$ cat src/rtl/noc_pkg.sv
// Shared NoC definitions for the router buffer drain logic.
// Contents:
//   CREDITS_DEFAULT - default downstream buffer depth and reset credit count
//   FIFO_DEPTH      - local FIFO depth, kept equal to the downstream depth
//   state_t         - drain FSM states
//   head_bit/tail_bit - flag bit positions within a flit of a given width
package noc_pkg;

  localparam int CREDITS_DEFAULT = 5;
  localparam int FIFO_DEPTH      = CREDITS_DEFAULT;

  typedef enum logic [1:0] {
    IDLE,
    REQ,
    SEND
  } state_t;

  // The top bit of a flit marks the head.
  function automatic int head_bit(input int width);
    return width - 1;
  endfunction

  // The bit just below the head flag marks the tail.
  function automatic int tail_bit(input int width);
    return width - 2;
  endfunction

endpackage

$ cat src/rtl/credit_counter.sv
// Downstream credit tracker for one output link.
// Ports:
//   clk, rst  - clock, asynchronous active-high reset
//   inc       - downstream freed a slot (credit returned)
//   dec       - a flit was sent downstream (credit consumed)
//   count     - credits currently available, resets to CREDITS
//   overflow  - single-cycle pulse when a credit returns while already full
module credit_counter #(
  parameter int CREDITS = 5,
  parameter int CNT_W   = 3
) (
  input  logic             clk,
  input  logic             rst,
  input  logic             inc,
  input  logic             dec,
  output logic [CNT_W-1:0] count,
  output logic             overflow
);

  localparam logic [CNT_W-1:0] MAX_CNT = CNT_W'(CREDITS);

  // A returned credit with nothing to absorb it while full means the
  // downstream side lost track of its own occupancy.
  assign overflow = inc && !dec && (count == MAX_CNT);

  // Saturating up/down counter. Simultaneous inc and dec cancel out.
  always_ff @(posedge clk or posedge rst) begin
    if (rst) begin
      count <= MAX_CNT;
    end else if (inc && !dec) begin
      if (count != MAX_CNT) count <= count + CNT_W'(1);
    end else if (dec && !inc) begin
      if (count != '0) count <= count - CNT_W'(1);
    end
  end

endmodule

$ cat src/rtl/credit_out_port.sv
// Drain side of a router input buffer.
// Pops flits from the local FIFO, requests the switch allocator once per
// packet, holds the grant until the tail flit leaves (wormhole), and only
// sends while downstream credits are available.
// Ports:
//   clk, rst    - clock, asynchronous active-high reset
//   fifo_empty  - local FIFO empty
//   fifo_peek   - head-of-FIFO flit
//   fifo_pop    - combinational pop strobe to the local FIFO
//   credit_in   - one-cycle pulse, downstream freed one slot
//   alloc_req   - registered switch allocation request
//   alloc_gnt   - allocator grant, sampled while alloc_req is high
//   flit_out    - registered outgoing flit
//   flit_valid  - flit_out is valid this cycle
//   credit_cnt  - current credit count
//   err         - sticky protocol error flag
module credit_out_port
  import noc_pkg::*;
#(
  parameter int WIDTH   = 16,
  parameter int CREDITS = CREDITS_DEFAULT,
  parameter int CNT_W   = 3
) (
  input  logic             clk,
  input  logic             rst,
  input  logic             fifo_empty,
  input  logic [WIDTH-1:0] fifo_peek,
  output logic             fifo_pop,
  input  logic             credit_in,
  output logic             alloc_req,
  input  logic             alloc_gnt,
  output logic [WIDTH-1:0] flit_out,
  output logic             flit_valid,
  output logic [CNT_W-1:0] credit_cnt,
  output logic             err
);

  localparam int HEAD = head_bit(WIDTH);
  localparam int TAIL = tail_bit(WIDTH);

  state_t state;
  logic   first_flit;
  logic   peek_head;
  logic   peek_tail;
  logic   send_pop;
  logic   drop_pop;
  logic   credit_ovf;

  assign peek_head = fifo_peek[HEAD];
  assign peek_tail = fifo_peek[TAIL];

  // Sending uses the registered credit count, so a credit returned while at
  // zero only unblocks the link one cycle later.
  assign send_pop = (state == SEND) && !fifo_empty && (credit_cnt != '0);

  // A stray non-head flit at the FIFO head while idle is thrown away; it
  // never goes downstream and therefore does not consume a credit.
  assign drop_pop = (state == IDLE) && !fifo_empty && !peek_head;

  assign fifo_pop = send_pop || drop_pop;

  credit_counter #(
    .CREDITS (CREDITS),
    .CNT_W   (CNT_W)
  ) u_credit (
    .clk      (clk),
    .rst      (rst),
    .inc      (credit_in),
    .dec      (send_pop),
    .count    (credit_cnt),
    .overflow (credit_ovf)
  );

  // Drain FSM with registered request, flit and error outputs.
  // first_flit distinguishes the packet's own head from a stray head flit
  // that shows up in the middle of a packet.
  always_ff @(posedge clk or posedge rst) begin
    if (rst) begin
      state      <= IDLE;
      alloc_req  <= 1'b0;
      flit_out   <= '0;
      flit_valid <= 1'b0;
      first_flit <= 1'b0;
      err        <= 1'b0;
    end else begin
      flit_valid <= 1'b0;
      if (credit_ovf) err <= 1'b1;

      case (state)
        IDLE: begin
          if (!fifo_empty) begin
            if (peek_head) begin
              state     <= REQ;
              alloc_req <= 1'b1;
            end else begin
              err <= 1'b1;
            end
          end
        end

        REQ: begin
          if (alloc_gnt) begin
            state      <= SEND;
            alloc_req  <= 1'b0;
            first_flit <= 1'b1;
          end
        end

        SEND: begin
          if (send_pop) begin
            flit_out   <= fifo_peek;
            flit_valid <= 1'b1;
            first_flit <= 1'b0;
            if (peek_head && !first_flit) err <= 1'b1;
            if (peek_tail) state <= IDLE;
          end
        end

        default: begin
          state     <= IDLE;
          alloc_req <= 1'b0;
        end
      endcase
    end
  end

endmodule

$ cat config.mk
export PLATFORM = sky130hd
export DESIGN_NAME = credit_out_port
export DESIGN_NICKNAME = d
export VERILOG_FILES = /design/src/rtl/noc_pkg.sv /design/src/rtl/credit_counter.sv /design/src/rtl/credit_out_port.sv
export SDC_FILE = /design/constraint.sdc
export NUM_CORES = 1
export LEC_CHECK = 0
export ABC_AREA = 1
export BUFFER_PORTS_ARGS = -buffer_cell sky130_fd_sc_hd__buf_4
export CAP_MARGIN = 20
export CORE_MARGIN = 5
export CORE_UTILIZATION = 47
export DETAILED_ROUTE_END_ITERATION = 8
export MAX_ROUTING_LAYER = met4
export PLACE_DENSITY = 0.78
export SYNTH_ARGS = -nofsm -noshare
export SYNTH_HDL_FRONTEND = slang
export SYNTH_HIERARCHICAL = 1
export SYNTH_SLANG_ARGS = --single-unit
export TNS_END_PERCENT = 100
$ cat constraint.sdc
create_clock -name clk -period 2.7 [get_ports clk]
set_input_delay 0.54 -clock clk [delete_from_list [all_inputs] [get_ports clk]]
set_output_delay 0.54 -clock clk [all_outputs]
set_load 0.03 [all_outputs]
# Yosys cells after proc, flatten, opt, wreduce, memory -nomap -nowiden
# Cells that the tools add are included.
totals:
  ff_bits: 25
  inputBits: 21
  out_inout_bits: 23
  word_cells: 69
classes:
  addsub: 2
  n_eq_ne: 10
  n_mux: 25
  n_bitwise: 1
  reduce_logical: 24
op_table:
  columns: ["op", "n"]
  rows:
  - ["1-bit two-way mux", 12]
  - ["3-bit two-way mux", 4]
  - ["2-bit inequality test (second input constant)", 6]
  - ["2-bit two-way mux", 5]
  - ["1-bit logical AND", 8]
  - ["2-bit case mux with 3 select lines", 1]
  - ["3-bit AND reduction", 2]
  - ["2-bit nonzero test", 3]
  - ["1-bit logical NOT", 5]
  - ["5-bit AND reduction", 1]
  - ["1-bit case mux with 2 select lines", 2]
  - ["4-bit AND reduction", 1]
  - ["3-bit by 1-bit adder with 3-bit output (second input constant)", 1]
  - ["3-bit equality test (second input constant)", 1]
  - ["3-bit inequality test (second input constant)", 1]
  - ["1-bit case mux with 3 select lines", 1]
  - ["3-bit nonzero test", 1]
  - ["3-bit by 1-bit subtractor with 3-bit output (second input constant)", 1]
  - ["2-bit by 1-bit equality test with 1-bit output (second input constant)", 1]
  - ["2-bit equality test (second input constant)", 1]
  - ["2-bit logical NOT", 1]
  - ["2-bit AND reduction", 1]
  - ["1-bit logical OR", 1]
  - ["1-bit NOT", 1]

# Logic depth before layout (Yosys ltp)
# Gate-level depths: netlist of the first run.
logic_depth:
  word_depth: 10
  depth_mapped: 15
  mapped_depth_nobuf: 14

# Modules after synthesis
# The synthesis of the first run kept the hierarchy.
modules_own_cells:
  columns: ["mod", "n_inst", "cells_each", "area_each_um2", "seq_area_each_um2"]
  rows:
  - ["credit_out_port", 1, 107, 932.1, 550.5]
  - ["credit_counter", 1, 35, 234.0, 77.6]

# Worst setup path after synthesis of the first run
# No wires, ideal clock.
synth_timing:
  path_type: "flip-flop to flip-flop"
  start: "reg u_credit.count[0]"
  end: "reg u_credit.count[1]"
  setup_ns: 0.117
  t_arrival_ns: 1.960
  t_required_ns: 2.583
  slack_ns: 0.622
  path_stages_with_launch: 12
  path_buffers: 1
  path_cell_list: "dfstp_2 -> nor2_1 -> nand2_1 -> nand2_4 -> buf_4 -> inv_1 -> inv_1 -> ha_1 -> inv_2 -> fa_1 -> nand3_1 -> nand2_1"
synth_via:
  elab_chain_cells: 6
  elab_cells_between_ends: 16
  classes_between: "add/sub (2); eq/ne (2); mux (4); reduce/logical (8)"
synth_lines:
  columns: ["item", "line_no", "rtl"]
  rows:
  - ["start: declaration", "credit_counter.sv:16", "output logic [CNT_W-1:0] count,"]
  - ["start signal: assignment", "credit_counter.sv:31", "if (count != MAX_CNT) count <= count + CNT_W'(1);"]
  - ["start signal: assignment", "credit_counter.sv:33", "if (count != '0) count <= count - CNT_W'(1);"]
  - ["3-bit nonzero test (*)", "credit_out_port.sv:54", "assign send_pop = (state == SEND) && !fifo_empty && (credit_cnt != '0);"]
  - ["1-bit logical AND (*)", "credit_out_port.sv:54", null]
  - ["named net send_pop", "credit_out_port.sv:45", "logic send_pop;"]
  - ["1-bit logical NOT", "credit_counter.sv:30", "end else if (inc && !dec) begin"]
  - ["1-bit logical AND", "credit_counter.sv:30", null]
  - ["2-bit inequality test (no source line) / 2-bit nonzero test (equally long branches)", null, null]
  - ["3-bit AND reduction (no source line)", null, null]
# The timed path passes the listed nets; every way through them passes the cells marked *. The select of a mux whose other input is x is not followed.
# A chain may end at the register's enable or synchronous reset.

# Final worst setup path of the first run
layout_timing:
  start: "reg u_credit.count[0]"
  end: "out fifo_pop"
layout_via:
  elab_chain_cells: 3
layout_lines:
  columns: ["item", "line_no", "rtl"]
  rows:
  - ["3-bit nonzero test", "credit_out_port.sv:54", null]
  - ["1-bit logical AND", "credit_out_port.sv:54", null]
  - ["1-bit logical OR", "credit_out_port.sv:60", "assign fifo_pop = send_pop || drop_pop;"]
  - ["end: declaration", "credit_out_port.sv:28", "output logic fifo_pop,"]
# Every way passes these cells.

==> results.md, run 1 <==
* Outcome: finished, final reports clean
* Via density at 4.70
* Root Driver: clkbuf_4
* Worst-margin pin slew at between 0.8 and 0.9 ns
* Worst Hold Class: in2async
* Pre-Repair DR Iteration Count at 4
* Syn Inst Count at ~140
* Synth top area share at 49.4%
* Max Clock Freq at around 470 MHz
* DIE HEIGHT at 59.8 µm
* Port Buffers at 43
* Initial drt markers at 29
* Design area at approximately 0.0015 mm²
* Drt wl/cell at 11.4 µm
* Full die area at ~0.0036 mm²
* Area growth, synth to finish at 29.9%
* DRT antenna net count at 0
* H-Tree Depth at 1
* Placed Area at around 0.0015 mm²
* Non-Filler Instances at 216
* Final Skew at between 0.002 and 0.0025 ns
* Final Hold Violating Endpoints at 0
* Detail Placement HPWL at approximately 1900 µm
* Num Clock Sinks at 25
* Initial antenna violation count at 0
* Die width at between 50 and 60 µm
* Startpoint Class: register
* Synthesized flop and latch total at 25
* Placed Cells at between 200 and 250
* Slew Viols, Final at 0
* CP Max Fanout at 21
* WP data required at around 2.2 ns
* Area leader, netlist: dfrtp_1
* Share of layout cells above drive strength 1 at 30.6%
* CTS clk-pin slew, worst paths at between 0.1 and 0.15 ns
* Gr ovfl total at 0
* Fill cells at 225
* YS warnings at 6
* DR vias at around 1000
* Cts hold-fix bufs at 0
* Nets@finish at 210
* RSZ-0062 raised after global routing: no
* First-pass GRT wire length at approximately 4200 µm
* CTS tree: built
* Worst setup EP type: primary output
* Vias in the first global route at slightly above 1000
* Rows at 18
* Final Critical Period at 2.12 ns
* Period utilisation layout at 78.6%
* WL final at between 2000 and 2500 µm
* DRC viols at 0
* CTS Buf Count at 3
* Sequential fraction of the synthesis area at a little over half
* I/O pin count at 44
* Total Routing Usage GR at around 16%
* # setup viols final at 0
* Crit path DAT at 1.58 ns
* Ant diodes at 0
* RePlAce Congestion at 0.745
* Maxcap violations at 0
* Largest net degree at the start of global routing at 23
* Total Power at about 1.8 mW
* Postcts setup bufs at 0
* Maximum VDD drop at 0.695 mV
* Initial Util at 47.9%
* Max clock buf depth at 2
* Pleak at 0.891 nW
* Setup TNS at 0 ns
* Power Density at between 1000 and 1500 mW/mm²
* PostCTS Resize Cnt at 0
* Slew headroom at between 40% and 50%
* Setup CP Type: reg2out
* Synth cell types at 21
* Post-Syn Area at ~0.0012 mm²
* Clock latency on the worst-skew pair at 0.31 ns
* Area of the core at roughly 0.0024 mm²
* Synth Net Count at around 170
* Largest cells by area after synthesis: dfrtp_1 49%, nand2_1 21%, inv_1 5.8%, dfstp_2 4.5%, nand3_1 3.4%
* Syn Area/Cell at approximately 8.2 µm²
[registers in the layout, indices dropped and copies added (netlist names)]
signal and cells:
flit_out 16, u_credit/count 3, state 2, alloc_req 1, err 1, first_flit 1
flit_valid 1
[stage by stage]
stage	hold slack, ns	util, %	worst slack (ns)
2_1_floorplan	0.292	-	0.622
3_3_place_gp	0.428	61.2	0.701
3_5_place_dp	0.439	61.2	0.635
4_1_cts	0.0763	62.3	0.555
5_1_grt	0.0708	62.3	0.374
6_report	0.0831	62.3	0.578
[cell families after synthesis]
group / share of synthesized area (%)
and+or+nand+nor: 30.9
adders and majority gates: 2.79
AOI/OAI and AO/OA: 2.15
buffers and inverters: 10.3
DFF: 53.9
[critical path, stage by stage, from the launching register on]
cell	delay (ns)
dfstp_2	0.63
nor2_1	0.05
nand2_1	0.14
nand2_4	0.17
nand2_1	0.11
buf_4	0.16
[final timing paths]
kind / slack (ns) / startpoint / cells past startpoint / end
setup / recovery: 0.58 / u_credit/count[0] / 5 / fifo_pop
setup reg to reg: 0.61 / u_credit/count[1] / 13 / u_credit/count[2]
hold / removal: 0.08 / rst / 2 / u_credit/count[1]
max in group asynchronous: 1.81 / rst / 2 / flit_out[11]
hold reg to reg: 0.50 / flit_out[5] / 2 / flit_out[5]
min in group clk: 0.41 / alloc_gnt / 2 / state[0]
[layer usage]
metal  track usage (%)  wire length [µm]  part of all wire [%]
met5                 -                 0                     0
met4              4.75                24                  0.98
met1              20.2              1080                    44
met3              2.59               191                   7.8
met2              26.2              1170                    48
[layout make-up]
class	instances	area (µm²)	area share [%]
timing repair buffer	43	323	21.3
sequential	25	628	41.5
clock inverter	1	5.00	0.330
multi-input combinational	93	418	27.6
clock buffer	3	22.5	1.49
inverter	21	81.3	5.37
tap	30	37.5	2.48
[cell usage in the layout (no fill, tap or decap), drive strengths merged]
cell    instances
fa              1
dfrtp          23
nand3           8
nor2            8
o21ai           4
dfstp           2
ha              1
clkinv          1
a21oi           1
and2            1
nand4           1
nand2          68
buf            43
inv            21
clkbuf          3
[synth_stat cells]
| cell type | number |
|---|---|
| a21oi_1 | 1 |
| and2_1 | 1 |
| buf_12 | 1 |
| buf_4 | 1 |
| buf_6 | 1 |
| dfrtp_1 | 23 |
| dfstp_2 | 2 |
| fa_1 | 1 |
| ha_1 | 1 |
| inv_1 | 18 |
| inv_2 | 2 |
| inv_4 | 1 |
| nand2_1 | 64 |
| nand2_2 | 3 |
| nand2_4 | 1 |
| nand3_1 | 8 |
| nand4_1 | 1 |
| nor2_1 | 7 |
| nor2_4 | 1 |
| o21ai_0 | 2 |
| o21ai_1 | 2 |
[power by group]
group          leakage, nW  total, mW  switching (mW)  internal [mW]
Combinational        0.568      0.945           0.604          0.342
Clock               0.0177      0.165           0.110         0.0554
Sequential           0.306      0.671           0.124          0.547
Total                0.891       1.78           0.838          0.944
No activity file was read; power rests on OpenSTA's default activity.
==> run 2, diff against run 1 <==
- clock period: 2.7 -> 2.1 ns (I/O delays scaled with it)
==> run 2 against run 1 <==
  * Non-clock buffer count increased by 4
  * Total power increased by 31%
  * Largest power group unchanged
  * Count of clock-buffer cells in the layout increased by 1
  * Largest cell class unchanged
  * Cell count increased by 1.9%
  * Combinational power increased by 34%
==> results.md, run 2 (same netlist as run 1, synthesis figures left out) <==
* Outcome: finished, final reports clean
* Top reg by flops: flit_out
* Full die area at around 0.0036 mm²
* Fill cells at just over 200
* Final Hold Violating Endpoints at 0
* Global route hottest layer: met2
* Initial antenna violation count at 0
* Drt wl/cell at around 12 µm
* Worst setup EP type: primary output
* Detail Placement HPWL at 1980 µm
* CP cell instances: nor2_1 -> nand2_1 -> nand2_4 -> buf_8 -> nand2_1 -> buf_4
* Gr ovfl total at 0
* Logic pwr share at between 50% and 60%
* Vias in the first global route at about 1000
* WL final at 2560 µm
* # setup viols final at 0
* Worst path top cell family by delay: flip-flops
* Clock share of power at roughly 9.0%
* DIE HEIGHT at 59.8 µm
* Max clock buf depth at 2
* Period utilisation layout at 94.8%
* Worst-margin pin slew at 0.274 ns
* Via density at 4.64
* CP most frequent cell: nand2_1
* RePlAce Congestion at about 0.87
* Grt met2 use at 25.9%
* Crit path DAT at between 1.5 and 2 ns
* Power Density at roughly 1500 mW/mm²
* Commonest non-fill, non-tap cells in the layout: 64 x nand2_1, 45 x buf_4, 22 x dfrtp_1
* Initial drt markers at 24
* CTS Buf Count at 3
* Maximum VDD drop at 0.830 mV
* Largest net degree at the start of global routing at 23
* Slew Viols, Final at 0
* DRC viols at 0
* Ant diodes at 0
* First-pass GRT wire length at between 4000 and 5000 µm
* P_int at between 1 and 1.5 mW
* Share of layout cells above drive strength 1 at 31.6%
* Clock latency on the worst-skew pair at 0.31 ns
* Commonest non-fill, non-tap cell in the layout: nand2_1
* H-Tree Depth at 1
* Final Skew at 0.00499 ns
* I/O pin count at 44
* Nets@finish at between 200 and 250
* Area of the core at roughly 0.0024 mm²
* Setup CP Type: reg2out
* Num Clock Sinks at 25
* Rows at 18
* Root Driver: clkbuf_4
* Die width at between 50 and 60 µm
* Worst path slowest cell: dfstp_2
* Max Clock Freq at about 500 MHz
* WP data required at between 1.5 and 2 ns
* Startpoint Class: register
* Sw Pwr at about 1.1 mW
* Area growth, synth to finish at 33.4%
* GR Util met3 at under 10%
* Met1 Resource Use GR at roughly a fifth
* Pleak at 0.909 nW
* Final Critical Period at roughly 2 ns
* CTS clk-pin slew, worst paths at 0.13 ns
* Worst path max stage delay at a little over 0.6 ns
* DRT antenna net count at 0
* Pre-Repair DR Iteration Count at 4
* Total Power at ~2.3 mW
* Worst Hold Class: in2reg
* Sw Share at 46.7%
* Port Buffers at between 40 and 50
* Reg power frac at 36.6%
* WHS at roughly 0.29 ns
* Maxcap violations at 0
* Slew headroom at approximately four fifths
* Bufs and invs on worst path at 2
* Top Registers: flit_out x16, u_credit/count x3, state x2
* DR vias at between 1000 and 1500
* Initial Util at between 40% and 50%
* CP Max Fanout at 20
* Number of flip-flops in the largest register at 16
* CTS tree: built
* Total Routing Usage GR at 16.1%
run 2: cell count changes in the layout (fill, tap and decap cells not counted):
| cell | previous run | this run |
|---|---|---|
| dfrtp_2 | 0 | 1 |
| clkinv_2 | 1 | 0 |
| buf_4 | 43 | 45 |
| buf_8 | 0 | 1 |
| dlygate4sd3_1 | 0 | 1 |
| clkbuf_1 | 0 | 1 |
| dfrtp_1 | 23 | 22 |
run 2: area by class of cell:
cell class | count | area [µm²] | area share (%)
sequential | 25 | 629 | 40.5
multi-input combinational | 93 | 418 | 26.9
timing repair buffer | 47 | 363 | 23.3
inverter | 21 | 81.3 | 5.23
tap | 30 | 37.5 | 2.41
clock buffer | 4 | 26.3 | 1.69
run 2: worst paths after layout:
kind / start / to / slack (ns) / cells past startpoint
max: u_credit/count[0] / fifo_pop / 0.11 / 6
min: fifo_peek[2] / flit_out[2] / 0.29 / 3
max reg2reg: u_credit/count[1] / u_credit/count[2] / 0.14 / 13
min reg2reg: flit_out[2] / flit_out[2] / 0.50 / 2
max in group asynchronous: rst / err / 1.19 / 4
min in group asynchronous: rst / u_credit/count[1] / 0.53 / 3
run 2: worst min-delay path, delay by kind of cell:
kind                   cells  cell delay (ns)
buffers and inverters      1             0.08
and+or+nand+nor            2             0.08
run 2: power groups by stage:
stage	Combinational (mW)	Sequential [mW]	Clock (mW)
floorplan	0.476	1.21	0
global placement	1.21	0.854	0
detailed placement	1.25	0.862	0
CTS	1.25	0.859	0.221
global route	1.39	0.891	0.238
finish	1.27	0.855	0.210
run 2: per-layer routing:
metal | vias to the layer above | part of all wire (%) | wire (µm)
li1 | 516 | - | -
met1 | 461 | 45 | 1140
met2 | 37 | 47 | 1200
met3 | 6 | 7.0 | 179
met4 | 0 | 1.4 | 35
met5 | - | 0 | 0
run 2: what timing repair did:
action                     in CTS  in global routing
setup buffers                   0                  1
setup endpoints to repair       0                  1
hold endpoints to repair        1                  0
resized for setup               0                  3
hold buffers                    1                  0
run 2: stage by stage:
step	cell area (µm²)	instances	setup slack [ns]	setup TNS, ns	utilization [%]
after floorplan	1170	142	0.0224	0	-
after global placement	1500	214	0.290	0	61.8
after detailed placement	1500	214	0.186	0	61.8
after CTS	1540	219	0.00810	0	63.3
after global routing	1560	220	-0.00199	-0.00199	63.9
final	1560	220	0.108	0	63.9
